==> config.mk <==
export PLATFORM = sky130hd
export DESIGN_NAME = column_frame_loader
export DESIGN_NICKNAME = d
export VERILOG_FILES = /design/src/rtl/column_frame_loader_pkg.sv /design/src/rtl/frame_strobe_decoder.sv /design/src/rtl/column_frame_loader.sv
export SDC_FILE = /design/constraint.sdc
export NUM_CORES = 1
export LEC_CHECK = 0
export CAP_MARGIN = 5
export CORE_AREA = 2 2 283 285
export CTS_BUF_LIST = sky130_fd_sc_hd__clkbuf_8
export DETAILED_ROUTE_END_ITERATION = 10
export DIE_AREA = 0 0 285 287
export GPL_TIMING_DRIVEN = 0
export PLACE_DENSITY_LB_ADDON = 0.1
export REMOVE_ABC_BUFFERS = 1
export SETUP_SLACK_MARGIN = 0.2
export SLEW_MARGIN = 30
export SYNTH_ARGS = -nofsm -noshare
export SYNTH_HDL_FRONTEND = slang
export SYNTH_HIERARCHICAL = 1
export SYNTH_SLANG_ARGS = --single-unit
==> constraint.sdc <==
create_clock -name CLK -period 7.64 [get_ports CLK]
set_clock_uncertainty 0.2 [all_clocks]
set_input_delay 1.146 -clock CLK [delete_from_list [all_inputs] [get_ports CLK]]
set_output_delay 1.146 -clock CLK [all_outputs]
set_load 0.05 [all_outputs]
==> src/rtl/column_frame_loader_pkg.sv <==
// Shared definitions for the column frame loader: header layout, marker and FSM states.
package column_frame_loader_pkg;

    localparam logic [11:0] FRAME_MARKER = 12'hFAB;

    localparam int MARKER_MSB = 31;
    localparam int MARKER_LSB = 20;
    localparam int COL_MSB    = 15;
    localparam int COL_LSB    = 8;
    localparam int FRAME_MSB  = 7;
    localparam int FRAME_LSB  = 0;

    typedef enum logic [1:0] {
        IDLE   = 2'd0,
        LOAD   = 2'd1,
        STROBE = 2'd2
    } state_e;

endpackage

==> src/rtl/frame_strobe_decoder.sv <==
// Registered one-hot decoder: turns (column, frame, enable) into a single FrameStrobe pulse.
module frame_strobe_decoder #(
    parameter int NumCols         = 8,
    parameter int MaxFramesPerCol = 20
) (
    input  logic                               clk,
    input  logic                               srst,
    input  logic [7:0]                         col,
    input  logic [7:0]                         frame,
    input  logic                               en,
    output logic [NumCols*MaxFramesPerCol-1:0] strobe
);

    localparam int SW = NumCols * MaxFramesPerCol;

    logic [31:0]   idx;
    logic [SW-1:0] strobe_next;
    logic [SW-1:0] strobe_reg;

    assign idx = 32'(col) * 32'(MaxFramesPerCol) + 32'(frame);

    // An index beyond the strobe vector matches no bit, so the output stays zero.
    for (genvar gi = 0; gi < SW; gi++) begin : g_bit
        assign strobe_next[gi] = en && (idx == 32'(gi));
    end

    always_ff @(posedge clk) begin
        if (srst) begin
            strobe_reg <= '0;
        end else begin
            strobe_reg <= strobe_next;
        end
    end

    assign strobe = strobe_reg;

endmodule

==> src/rtl/column_frame_loader.sv <==
// Parses a frame header from the word stream, gathers one word per row into FrameData,
// then fires one FrameStrobe bit for the addressed column/frame.
module column_frame_loader
    import column_frame_loader_pkg::*;
#(
    parameter int FrameBitsPerRow = 32,
    parameter int MaxFramesPerCol = 20,
    parameter int NumRows         = 16,
    parameter int NumCols         = 8
) (
    input  logic                                CLK,
    input  logic                                RST,
    input  logic [FrameBitsPerRow-1:0]          s_data,
    input  logic                                s_valid,
    output logic                                s_ready,
    input  logic                                err_clr,
    output logic [NumRows*FrameBitsPerRow-1:0]  FrameData,
    output logic [NumCols*MaxFramesPerCol-1:0]  FrameStrobe,
    output logic                                busy,
    output logic                                err_marker,
    output logic                                err_range,
    output logic [15:0]                         frames_written
);

    localparam int RowW = (NumRows > 1) ? $clog2(NumRows) : 1;

    state_e                     state_reg, state_next;
    logic [RowW-1:0]            row_reg;
    logic [7:0]                 col_reg;
    logic [7:0]                 frame_reg;
    logic                       suppress_reg;
    logic                       err_marker_reg;
    logic                       err_range_reg;
    logic [15:0]                fw_reg;
    logic [FrameBitsPerRow-1:0] row_data_reg [NumRows];

    logic       accept, hdr_accept, hdr_good, marker_bad, range_bad;
    logic       load_we, last_row, strobe_en;
    logic [11:0] hdr_marker;
    logic [7:0]  hdr_col, hdr_frame;

    assign hdr_marker = s_data[MARKER_MSB:MARKER_LSB];
    assign hdr_col    = s_data[COL_MSB:COL_LSB];
    assign hdr_frame  = s_data[FRAME_MSB:FRAME_LSB];

    assign accept     = s_valid && s_ready;
    assign hdr_accept = accept && (state_reg == IDLE);
    assign marker_bad = hdr_accept && (hdr_marker != FRAME_MARKER);
    assign hdr_good   = hdr_accept && (hdr_marker == FRAME_MARKER);
    assign range_bad  = hdr_good && (({24'd0, hdr_col} >= 32'(NumCols)) ||
                                     ({24'd0, hdr_frame} >= 32'(MaxFramesPerCol)));
    assign load_we    = accept && (state_reg == LOAD);
    assign last_row   = (row_reg == RowW'(NumRows - 1));
    assign strobe_en  = load_we && last_row && !suppress_reg;

    always_ff @(posedge CLK) begin
        if (RST) begin
            state_reg <= IDLE;
        end else begin
            state_reg <= state_next;
        end
    end

    always_comb begin
        state_next = state_reg;
        case (state_reg)
            IDLE:    if (hdr_good) state_next = LOAD;
            LOAD:    if (load_we && last_row) state_next = STROBE;
            STROBE:  state_next = IDLE;
            default: state_next = IDLE;
        endcase
    end

    // Ready comes from registered state only; gating by RST keeps it low while in reset.
    always_comb begin
        s_ready = 1'b0;
        busy    = 1'b0;
        case (state_reg)
            IDLE:    s_ready = !RST;
            LOAD: begin
                s_ready = !RST;
                busy    = 1'b1;
            end
            STROBE:  busy = 1'b1;
            default: begin
                s_ready = 1'b0;
                busy    = 1'b0;
            end
        endcase
    end

    always_ff @(posedge CLK) begin
        if (RST) begin
            row_reg        <= '0;
            col_reg        <= '0;
            frame_reg      <= '0;
            suppress_reg   <= 1'b0;
            err_marker_reg <= 1'b0;
            err_range_reg  <= 1'b0;
            fw_reg         <= '0;
        end else begin
            if (hdr_good) begin
                col_reg      <= hdr_col;
                frame_reg    <= hdr_frame;
                row_reg      <= '0;
                suppress_reg <= range_bad;
            end else if (load_we) begin
                row_reg <= row_reg + RowW'(1);
            end
            // A set event in the same cycle as err_clr takes priority.
            if (marker_bad)   err_marker_reg <= 1'b1;
            else if (err_clr) err_marker_reg <= 1'b0;
            if (range_bad)    err_range_reg  <= 1'b1;
            else if (err_clr) err_range_reg  <= 1'b0;
            if (strobe_en && (fw_reg != 16'hFFFF)) fw_reg <= fw_reg + 16'd1;
        end
    end

    for (genvar gi = 0; gi < NumRows; gi++) begin : g_row
        always_ff @(posedge CLK) begin
            if (RST) begin
                row_data_reg[gi] <= '0;
            end else if (load_we && (row_reg == RowW'(gi))) begin
                row_data_reg[gi] <= s_data;
            end
        end
        assign FrameData[gi*FrameBitsPerRow +: FrameBitsPerRow] = row_data_reg[gi];
    end

    frame_strobe_decoder #(
        .NumCols         (NumCols),
        .MaxFramesPerCol (MaxFramesPerCol)
    ) u_strobe (
        .clk    (CLK),
        .srst   (RST),
        .col    (col_reg),
        .frame  (frame_reg),
        .en     (strobe_en),
        .strobe (FrameStrobe)
    );

    assign err_marker     = err_marker_reg;
    assign err_range      = err_range_reg;
    assign frames_written = fw_reg;

endmodule

==> results.md, run 1 <==
- Outcome: complete, no violations
- Number of global-route vias before repair: 17600
- Max-slew headroom: 33.8%
- First-pass GRT wire length: approximately 140000 um
- Area contributors post-synth: edfxtp_1 (58%), dfxtp_1 (15%), and2_1 (12%), nor2_1 (2.2%), clkbuf_1 (1.3%)
- CP cell instances: clkdlybuf4s50_1, and4b_2, nand2_4, inv_1, nor4b_2, and2_2, nand4_1, nor3_2
- Sw frac: between 20 and 30%
- Pin count of the biggest net entering global routing: 62
- Crit path max-delay family: simple AND/OR/NAND/NOR gates
- Post-detail-place hpwl: just over 70000 um
- Sequential share of the synthesized area: approximately 74%
- CP max stage cell: and4b_2
- Layout cells sized above 1: 11.6%
- Synth unique cells: 58
- Share of power burned in registers: between 40% and 50%
- Final wirelength: between 100000 and 150000 um
- Worst-Margin Slew: 0.990 ns
- Nets@finish: ~2700
- VDD IR max: 0.151 mV
- Crit share post-route: 56.3%
- Layout area overhead: 42.6%
- DRC errors left: 0
- Setup Crit Path Kind: in2reg
- Root buf cell: clkbuf_8
- Congestion Overflow GR: 0
- P_sw: 2.41 mW
- Leakage: between 10 and 15 nW
- Initial antenna violation count: 9
- Gate power share: 10.7%
- Count leader, synth: edfxtp_1
- Critical Path Fanout Max: 36
- Starting Density: 33.5%
- Crit. End Element: register
- Die Y: 287 um
- TritonCTS clock tree: done
- Drt first-iter violations: about 1400
- Port Buffers: about 730
- FILL cells: around 7000
- Die W: 285 um
- Share of Yosys cell area claimed by the top area cell type: 58.4%
- Area after DPL: 0.0350 mm2
- # Post-CTS Setup Buffers: 0
- CP Data Arrival Time: 4.76 ns
- Clk Latency, worst-skew pair: roughly 0.75 ns
- Ys flop type: edfxtp_1
- RSZ-0062 raised after global routing: false
- Startpoint Class: primary input
- Yosys warnings: 6
- Top Ports: around 730
- Final antenna-violating net count: 0
- Critical path buffer and inverter count: 2
- Clock-pin slew on the worst setup and hold paths: 0.05 ns
- H-tree depth: 4
- Synth Area in Adders: 1.39%
- GPL Wtd Cong: 0.826
- WP data required: 8.11 ns
- Via count: 17500
- Clock power share: between 30 and 40%
- Synth cell count leaders: edfxtp_1 (512), and2_1 (486), dfxtp_1 (201)
- Async SR Flop Fraction: 0%
- Area leader, netlist: edfxtp_1
- Internal Pwr Total: 6.23 mW
- CTS Buf Count: 130
- Yosys reg bits: slightly above 700
- Cts hold-fix bufs: 0
- # Max-Cap Violations: 0
- Core area: 0.0786 mm2
- WL/cell: 26.5 um
- Clk buf depth: 3
- XOR/XNOR Fraction of Synth Area: 0.480%
- Row count: 103
- Mapped Cells: 1853
- Final setup fails: 0
- Largest register FFs: slightly above 500
- Post-synthesis compound-gate area fraction: between 1.5 and 2%
- Pre-Repair DR Iteration Count: 5
- Slew Viols, Final: 0
- Hold_ws: 0.257 ns
- Max incr delay on CP: 0.84 ns
- Main combinational cell family by area after synthesis: simple AND/OR/NAND/NOR gates
- Mean Syn Cell Area: 14.2 um2
- Area of the die: 0.0818 mm2
- Hold Crit Class: reg2reg
- Clock sink count: 713
- Post-Synth Simple-Gate Area: roughly a fifth
- FMAX: 0.233 GHz
- Final Hold Fails: 0
- Mux cell area share after synthesis: 0.0808%
- CTS resizes: 0
- Vias per cell: 4.62
- Fin crit period: 4.30 ns
- EDFF count, synth: 512
- Final Cell Area: 0.0375 mm2
- GRT Total Usage: a little under a quarter
- PD cells: 230 mW/mm2
- Syn Std Cell Area: 0.0263 mm2
[cells by family (layout without fill, tap and decap cells)]
| group | after synthesis | count (layout) |
|---|---|---|
| adder cells (fa/ha/maj) | 28 | 28 |
| multiplexers | 2 | 2 |
| other | 0 | 4 |
| flip-flops | 713 | 713 |
| AO/OA/AOI/OAI | 74 | 74 |
| AND/OR/NAND/NOR | 885 | 885 |
| buffers and inverters | 139 | 1016 |
| XOR/XNOR | 12 | 12 |
[layout by cell type, fill, tap and decap left out, types with 12 or more instances in the layout]
master	count
clkbuf_8	140
nor2_1	146
buf_2	24
buf_4	13
clkinv_1	19
clkdlybuf4s50_1	702
inv_1	70
buf_16	15
edfxtp_1	512
and2_1	484
nor3_2	24
or2_2	12
ha_1	26
nor3_1	15
and3_1	34
nand2_1	65
dfxtp_1	201
nand4_1	17
a21oi_1	37
[tightest hold or removal path, cell delays in order (launching register included)]
cell and delay (ns):
dfxtp_1 0.31, nand2_1 0.05, a21oi_1 0.05
[layer usage]
metal	up-vias	track usage (%)	routed length, um
met5	-	0	13
met4	2	7.41	2610
met3	156	8.29	8310
met2	689	41.6	50800
met1	8675	27.7	38500
li1	7957	-	-
[cell type report]
class / instances / area (um2) / share of cell area, %
flip-flops and latches: 713 / 19400 / 51.7
inverters: 16 / 60.1 / 0.160
diodes: 4 / 10.0 / 0.0267
clock buffers: 140 / 1930 / 5.13
clock inverters: 93 / 510 / 1.36
well taps: 1050 / 1310 / 3.50
multi-input cells: 1001 / 6480 / 17.3
repair buffers: 767 / 7840 / 20.9
[power by group through the flow]
stage | sequential (mW) | clock (mW) | combinational, mW
after detailed placement | 4.38 | 0 | 0.929
after global placement | 4.37 | 0 | 0.931
after global routing | 4.30 | 3.67 | 0.940
after floorplan | 4.82 | 0 | 0.0462
final | 4.29 | 3.42 | 0.922
after CTS | 4.30 | 3.51 | 0.930
[final timing paths]
check / startpoint / endpoint / slack, ns / cells past startpoint
setup / recovery: s_valid / u_strobe/strobe[152] / 3.34 / 8
hold / removal: frame_reg[7] / frame_reg[7] / 0.26 / 2
hold reg to reg: frame_reg[7] / frame_reg[7] / 0.26 / 2
setup reg to reg: state_reg[0] / u_strobe/strobe[152] / 3.62 / 8
[through the flow]
stage          worst slack [ns]  TNS [ns]  power, mW  util (%)  cells
2_1_floorplan              3.61         0       4.87         -   1730
3_3_place_gp              -1.01    -94.99       5.30      43.7   3507
3_5_place_dp               2.57         0       5.31      44.6   3545
4_1_cts                    3.41         0       8.74      47.7   3778
5_1_grt                    3.21         0       8.91      47.8   3783
6_report                   3.34         0       8.64      47.8   3784
Note: power is estimated with default switching activity, not from simulation.
==> run 2, diff against run 1 <==
Settings changed: CORE_AREA 2 2 283 285 to 2 2 286 288, DIE_AREA 0 0 285 287 to 0 0 288 290.
Clock period 7.64 ns to 4 ns, I/O delays scaled along.
==> run 2 against run 1 <==
- worst setup slack lost 3.0 ns
- critical path depth grew 5
- clock-buffer cell count shrank 7
- final area shrank 0.12%
- register-to-register slack lost 3.3 ns
- first-iteration DRC count shrank 5.7%
- via count grew 0.18%
- combinational power grew 90%
- total power grew 91%
- clock power grew 91%
- wire length grew 0.52%
- highest routed layer unchanged
==> results.md, run 2 (synthesis gave the netlist of run 1 again) <==
- RSZ-0062 raised after global routing: false
- Hold Crit Class: in2reg
- Most common cell after layout, fill and taps aside: clkdlybuf4s50_1
- Worst r2r src: col_reg[1]
- Core area: 0.0802 mm2 (+2.0%)
- PD cells: 440 mW/mm2 (+91%)
- Reg2Reg Depth: 13 (+5)
- Final Hold Fails: 0 (unchanged)
- WL/cell: 26.6 um (+0.50%)
- DRC errors left: 0 (unchanged)
- Max-slew headroom: 30.5% (-3.3 points)
- Internal Pwr Total: 12.0 mW (+93%)
- WL met1: 39200 um (+1.7%)
- Final antenna-violating net count: 0 (unchanged)
- Final wirelength: 101000 um (+0.52%)
- Die Y: 290 um (+1.0%)
- CP endpoint: u_strobe/strobe[54]
- First-pass GRT wire length: 138000 um (-0.25%)
- VDD IR max: 0.380 mV (+150%)
- Commonest non-fill, non-tap cells in the layout: clkdlybuf4s50_1 (698), edfxtp_1 (512), and2_1 (484)
- Pre-Repair DR Iteration Count: 5 (unchanged)
- Root buf cell: clkbuf_8
- Layout area overhead: 42.4%
- Fin crit period: roughly 3.6 ns
- Finished Core Util: 46.8% (-0.98 points)
- R2R Setup Slk: 0.36 ns (-3.26 ns)
- Area of the die: 0.0835 mm2 (+2.1%)
- Top Ports: 728 (unchanged)
- WL met2: 50200 um (-1.2%)
- FMAX: 0.275 GHz
- Clock power share: 39.7% (about the same)
- Crit share post-route: 91.1%
- Clock-pin slew on the worst setup and hold paths: 0.06 ns (about the same)
- Nets@finish: 2686 (-0.26%)
- Starting Density: 32.8% (-0.65 points)
- CTS Buf Count: 120 (-7.7%)
- TritonCTS clock tree: done
- GPL Wtd Cong: 0.816 (-1.2%)
- Worst slack, placed: -0.593 ns (-3.17 ns)
- Top Metal Used: met5
- Vias per cell: 4.63 (+0.16%)
- Die W: 288 um (+1.1%)
- Slew Viols, Final: 0 (unchanged)
- Critical Path Fanout Max: 16 (-56%)
- Pin count of the biggest net entering global routing: 62 (unchanged)
- Layout cells sized above 1: 11.9% (+0.27 points)
- Clock sink count: 713 (unchanged)
- Share of power burned in registers: 49.7% (about the same)
- CP Data Arrival Time: 4.06 ns (-0.70 ns)
- Post-detail-place hpwl: 70100 um (-0.37%)
- Clk Latency, worst-skew pair: 0.73 ns (-0.02 ns)
- Port Buffers: 727 (unchanged)
- WP data required: 4.42 ns (-3.69 ns)
- Critical Path Start: col_reg[1]
- Via count: 17500 (+0.18%)
- Congestion Overflow GR: 0 (unchanged)
- Cts hold-fix bufs: 0 (unchanged)
- Leakage: 13.7 nW (-0.63%)
- Setup Crit Path Kind: reg2reg
- Drt first-iter violations: 1293 (-5.7%)
- # Max-Cap Violations: 0 (unchanged)
- Startpoint Class: register
- Largest register FFs: 512 (unchanged)
- Worst R2R End: u_strobe/strobe[54]
- Outcome: complete, no violations
- Final setup fails: 0 (unchanged)
- Row count: 104 (+0.97%)
- Clk buf depth: 3 (unchanged)
- Wire length on met3: 8450 um (+1.7%)
- Crit. End Element: register
- Worst-Margin Slew: 1.04 ns (+0.0491 ns)
- Initial antenna violation count: 8 (-1)
- Number of global-route vias before repair: 17400 (-1.2%)
- GRT Total Usage: 23.4% (-0.47 points)
- H-tree depth: 3 (-1)
- Sw frac: 27.3% (-0.61 points)
- Final worst slack: 0.357 ns (-2.99 ns)
- P_sw: 4.50 mW (+87%)
- Gate power share: 10.6% (about the same)
[run 2: changes by cell type in the layout (fill, tap and decap cells not counted), moves of 5 or more]
cell and delta:
clkbuf_8 -7, clkinv_1 +7, inv_1 -18, bufinv_16 +5, clkinv_2 +6, buf_4 +5
[run 2: worst min-delay path by stage]
stage	slack, ns	end	from	cells after the start
after floorplan	0.23	frame_reg[2]	frame_reg[2]	2
after global placement	0.25	err_range	err_range	2
after detailed placement	0.24	err_range	err_range	2
after CTS	0.14	row_data_reg[0][172]	s_data[12]	2
after global routing	0.18	row_data_reg[0][140]	s_data[12]	2
final	0.18	frame_reg[1]	s_data[1]	3
[run 2: metal layers]
metal,vias up,global-route usage (%)
li1,7961,-
met1,8709,27.8
met2,683,40.3
met3,156,7.22
met4,2,7.63
met5,-,0
[run 2: what timing repair did]
item                                    4_1_cts  5_1_grt
setup buffers                                 1        5
gates cloned                                  0        1
endpoints found under the setup margin       91       59
resized for setup                             4        5
pin swaps                                     1        4
[run 2: worst max-delay path: stages, from the launching register on]
cell and delay, ns:
dfxtp_1 0.38, ha_1 0.32, ha_1 0.17, inv_1 0.05
fa_1 0.49, inv_1 0.04, ha_1 0.38, a21oi_2 0.22
nand2_1 0.14, o211a_4 0.32, o2111ai_4 0.33, buf_8 0.22
buf_16 0.16, nor2_1 0.06
[run 2: final cells by class]
class	count	area, um2
Fill cell	7243	42700
Sequential cell	713	19400
Timing Repair Buffer	769	7770
Multi-Input combinational cell	1002	6550
Clock buffer	133	1830
Tap cell	1060	1330
Clock inverter	86	558
Inverter	16	60.1
Antenna cell	6	15.0
[run 2: power groups by stage]
stage | clock network [mW] | logic [mW] | registers, mW
floorplan | 0 | 0.0882 | 9.21
CTS | 6.69 | 1.77 | 8.20
global placement | 0 | 1.79 | 8.35
finish | 6.54 | 1.75 | 8.20
detailed placement | 0 | 1.77 | 8.36
global route | 7.00 | 1.79 | 8.22
[run 2: through the flow]
| stage | hold WS, ns | instances | setup TNS [ns] | cell area [um2] | power (mW) |
|---|---|---|---|---|---|
| 2_1_floorplan | 0.230 | 1730 | 0 | 25800 | 9.30 |
| 3_3_place_gp | 0.250 | 3517 | -2534.69 | 34400 | 10.1 |
| 3_5_place_dp | 0.243 | 3552 | -33.92 | 34900 | 10.1 |
| 4_1_cts | 0.145 | 3772 | 0 | 37400 | 16.7 |
| 5_1_grt | 0.181 | 3780 | 0 | 37500 | 17.0 |
| 6_report | 0.185 | 3785 | 0 | 37500 | 16.5 |
==> run 3, diff against run 2 <==
Settings changed: CORE_AREA 2 2 286 288 to 2 2 283 285, DIE_AREA 0 0 288 290 to 0 0 285 287.
Clock period 4 ns to 4.19 ns, I/O delays scaled along.
==> run 3 against run 2 <==
- non-clock buffer count grew 4
- die area down 2.1%
- clock power down 4.6%
- final area rose by 0.31%
- highest routed layer unchanged
- register-to-register slack improved by 0.08 ns
- final cell count increased by 0.16%
- worst setup slack better by 0.083 ns
- critical path type unchanged
- first-iteration DRC count increased by 6.6%
- maximum frequency shrank 2.8%
==> results.md, run 3 (synthesis gave the netlist of run 1 again) <==
- Outcome: complete, no violations
- DP Cell Count: 3545 (-0.20%)
- Hold Crit Class: in2reg
- Crit share post-route: 89.5% (-1.6 points)
- Post-detail-place hpwl: 70400 um (+0.38%)
- Final worst slack: 0.441 ns (+0.0832 ns)
- Final Hold Fails: 0 (unchanged)
- Critical Path Start: col_reg[1]
- WL/cell: 26.4 um (-0.66%)
- Hold_ws: 0.203 ns (+0.0183 ns)
- Critical Path Fanout Max: 16 (unchanged)
- Die W: 285 um (-1.0%)
- FMAX: 0.267 GHz (-2.8%)
- CP endpoint: u_strobe/strobe[26]
- Row count: 103 (-0.96%)
- Max-slew headroom: 33.1% (+2.6 points)
- Layout area overhead: 42.9%
- CP Data Arrival Time: 4.25 ns (+0.19 ns)
- Via count: 17500 (+0.097%)
- DRC errors left: 0 (unchanged)
- GRT Total Usage: 23.9% (+0.47 points)
- R2R Setup Slk: 0.44 ns (+0.08 ns)
- Number of global-route vias before repair: 17600 (+1.2%)
- GPL Wtd Cong: 0.826 (+1.2%)
- TritonCTS clock tree: done
- Leakage: 13.8 nW (+0.89%)
- CTS Buf Count: 130 (+8.3%)
- Clk buf depth: 3 (unchanged)
- Port Buffers: 727 (unchanged)
- Clk Latency, worst-skew pair: 0.74 ns (about the same)
- Reg2Reg Depth: 13 (unchanged)
- Setup Crit Path Kind: reg2reg
- Worst slack, placed: -0.358 ns (+0.235 ns)
- Cts hold-fix bufs: 0 (unchanged)
- Congestion Overflow GR: 0 (unchanged)
- Fin crit period: 3.75 ns (+0.107 ns)
- Worst-Margin Slew: 1.00 ns (-0.0390 ns)
- H-tree depth: 4 (+1)
- Final setup fails: 0 (unchanged)
- Nets@finish: 2699 (+0.48%)
- Startpoint Class: register
- RSZ-0062 raised after global routing: false
- Pre-Repair DR Iteration Count: 5 (unchanged)
- Min-delay src: s_data[1]
- Die Y: 287 um (-1.0%)
- Finished Core Util: 47.8% (+1.1 points)
- Area of the die: 0.0818 mm2 (-2.1%)
- Drt first-iter violations: 1378 (+6.6%)
- Final wirelength: 100000 um (-0.50%)
- Initial antenna violation count: 9 (+1)
- Core area: 0.0786 mm2 (-1.9%)
- Largest register FFs: 512 (unchanged)
- Top Ports: 728 (unchanged)
- Crit. End Element: register
- Vias per cell: 4.62 (about the same)
- Pin count of the biggest net entering global routing: 62 (unchanged)
- WP data required: 4.69 ns (+0.27 ns)
- Most common cell after layout, fill and taps aside: clkdlybuf4s50_1
- Final antenna-violating net count: 0 (unchanged)
- Final Cell Area: 0.0376 mm2 (+0.31%)
- PD cells: 419 mW/mm2 (-4.8%)
- Clock sink count: 713 (unchanged)
- Post-Route Setup TNS: 0 ns (unchanged)
- Area after DPL: 0.0350 mm2 (+0.25%)
- Root buf cell: clkbuf_8
- Final std cells w/o fill: 3791 (+0.16%)
- VDD IR max: 0.275 mV (-28%)
- Commonest non-fill, non-tap cells in the layout: clkdlybuf4s50_1 (702), edfxtp_1 (512), and2_1 (484)
- Total power: 15.8 mW (-4.5%)
- # Max-Cap Violations: 0 (unchanged)
- Layout cells sized above 1: 11.8% (-0.074 points)
- First-pass GRT wire length: 138000 um (+0.28%)
- Slew Viols, Final: 0 (unchanged)
- Worst r2r src: col_reg[1]
- Starting Density: 33.5% (+0.65 points)
- Worst R2R End: u_strobe/strobe[26]
- Clock-pin slew on the worst setup and hold paths: 0.06 ns (about the same)
[run 3: layout make-up]
| cell class | count | area [um2] |
|---|---|---|
| clock buffer | 140 | 1930 |
| tap | 1050 | 1310 |
| inverter | 16 | 60.1 |
| timing repair buffer | 773 | 7900 |
| antenna | 5 | 12.5 |
| clock inverter | 93 | 510 |
| multi-input combinational | 1001 | 6490 |
| fill | 6993 | 41000 |
| sequential | 713 | 19400 |
[run 3: worst max-delay path, stage by stage (launching register included)]
cell	delay [ns]
dfxtp_1	0.37
ha_1	0.31
ha_1	0.16
inv_1	0.05
fa_1	0.47
inv_1	0.04
ha_1	0.38
a21oi_2	0.21
a21boi_1	0.30
o211a_1	0.42
o2111ai_4	0.28
buf_8	0.26
buf_8	0.15
nor2_1	0.09
[run 3: how the worst min path moves through the flow]
stage | end | slack, ns | cells after the start
3_3_place_gp | err_range | 0.24 | 2
4_1_cts | row_data_reg[1][36] | 0.14 | 2
6_report | frame_reg[1] | 0.20 | 3
5_1_grt | row_data_reg[1][36] | 0.16 | 2
3_5_place_dp | err_range | 0.24 | 2
2_1_floorplan | frame_reg[2] | 0.23 | 2
[run 3: per-layer routing]
| layer | GRT usage [%] | wire length [um] |
|---|---|---|
| met2 | 41.6 | 50900 |
| met5 | 0 | 13 |
| met1 | 27.8 | 39000 |
| met4 | 7.40 | 2610 |
| met3 | 8.06 | 7810 |
[run 3: timing repair]
action	4_1_cts	5_1_grt
buffers inserted	0	6
pin swaps	0	2
gates resized for setup	1	2
endpoints found under the setup margin	6	26
gates cloned	0	0
[run 3: where the power goes]
part,leakage (nW),internal [mW],switching [mW]
Combinational,5.73,0.408,1.27
Clock,1.44,3.19,3.05
Sequential,6.64,7.76,0.0708
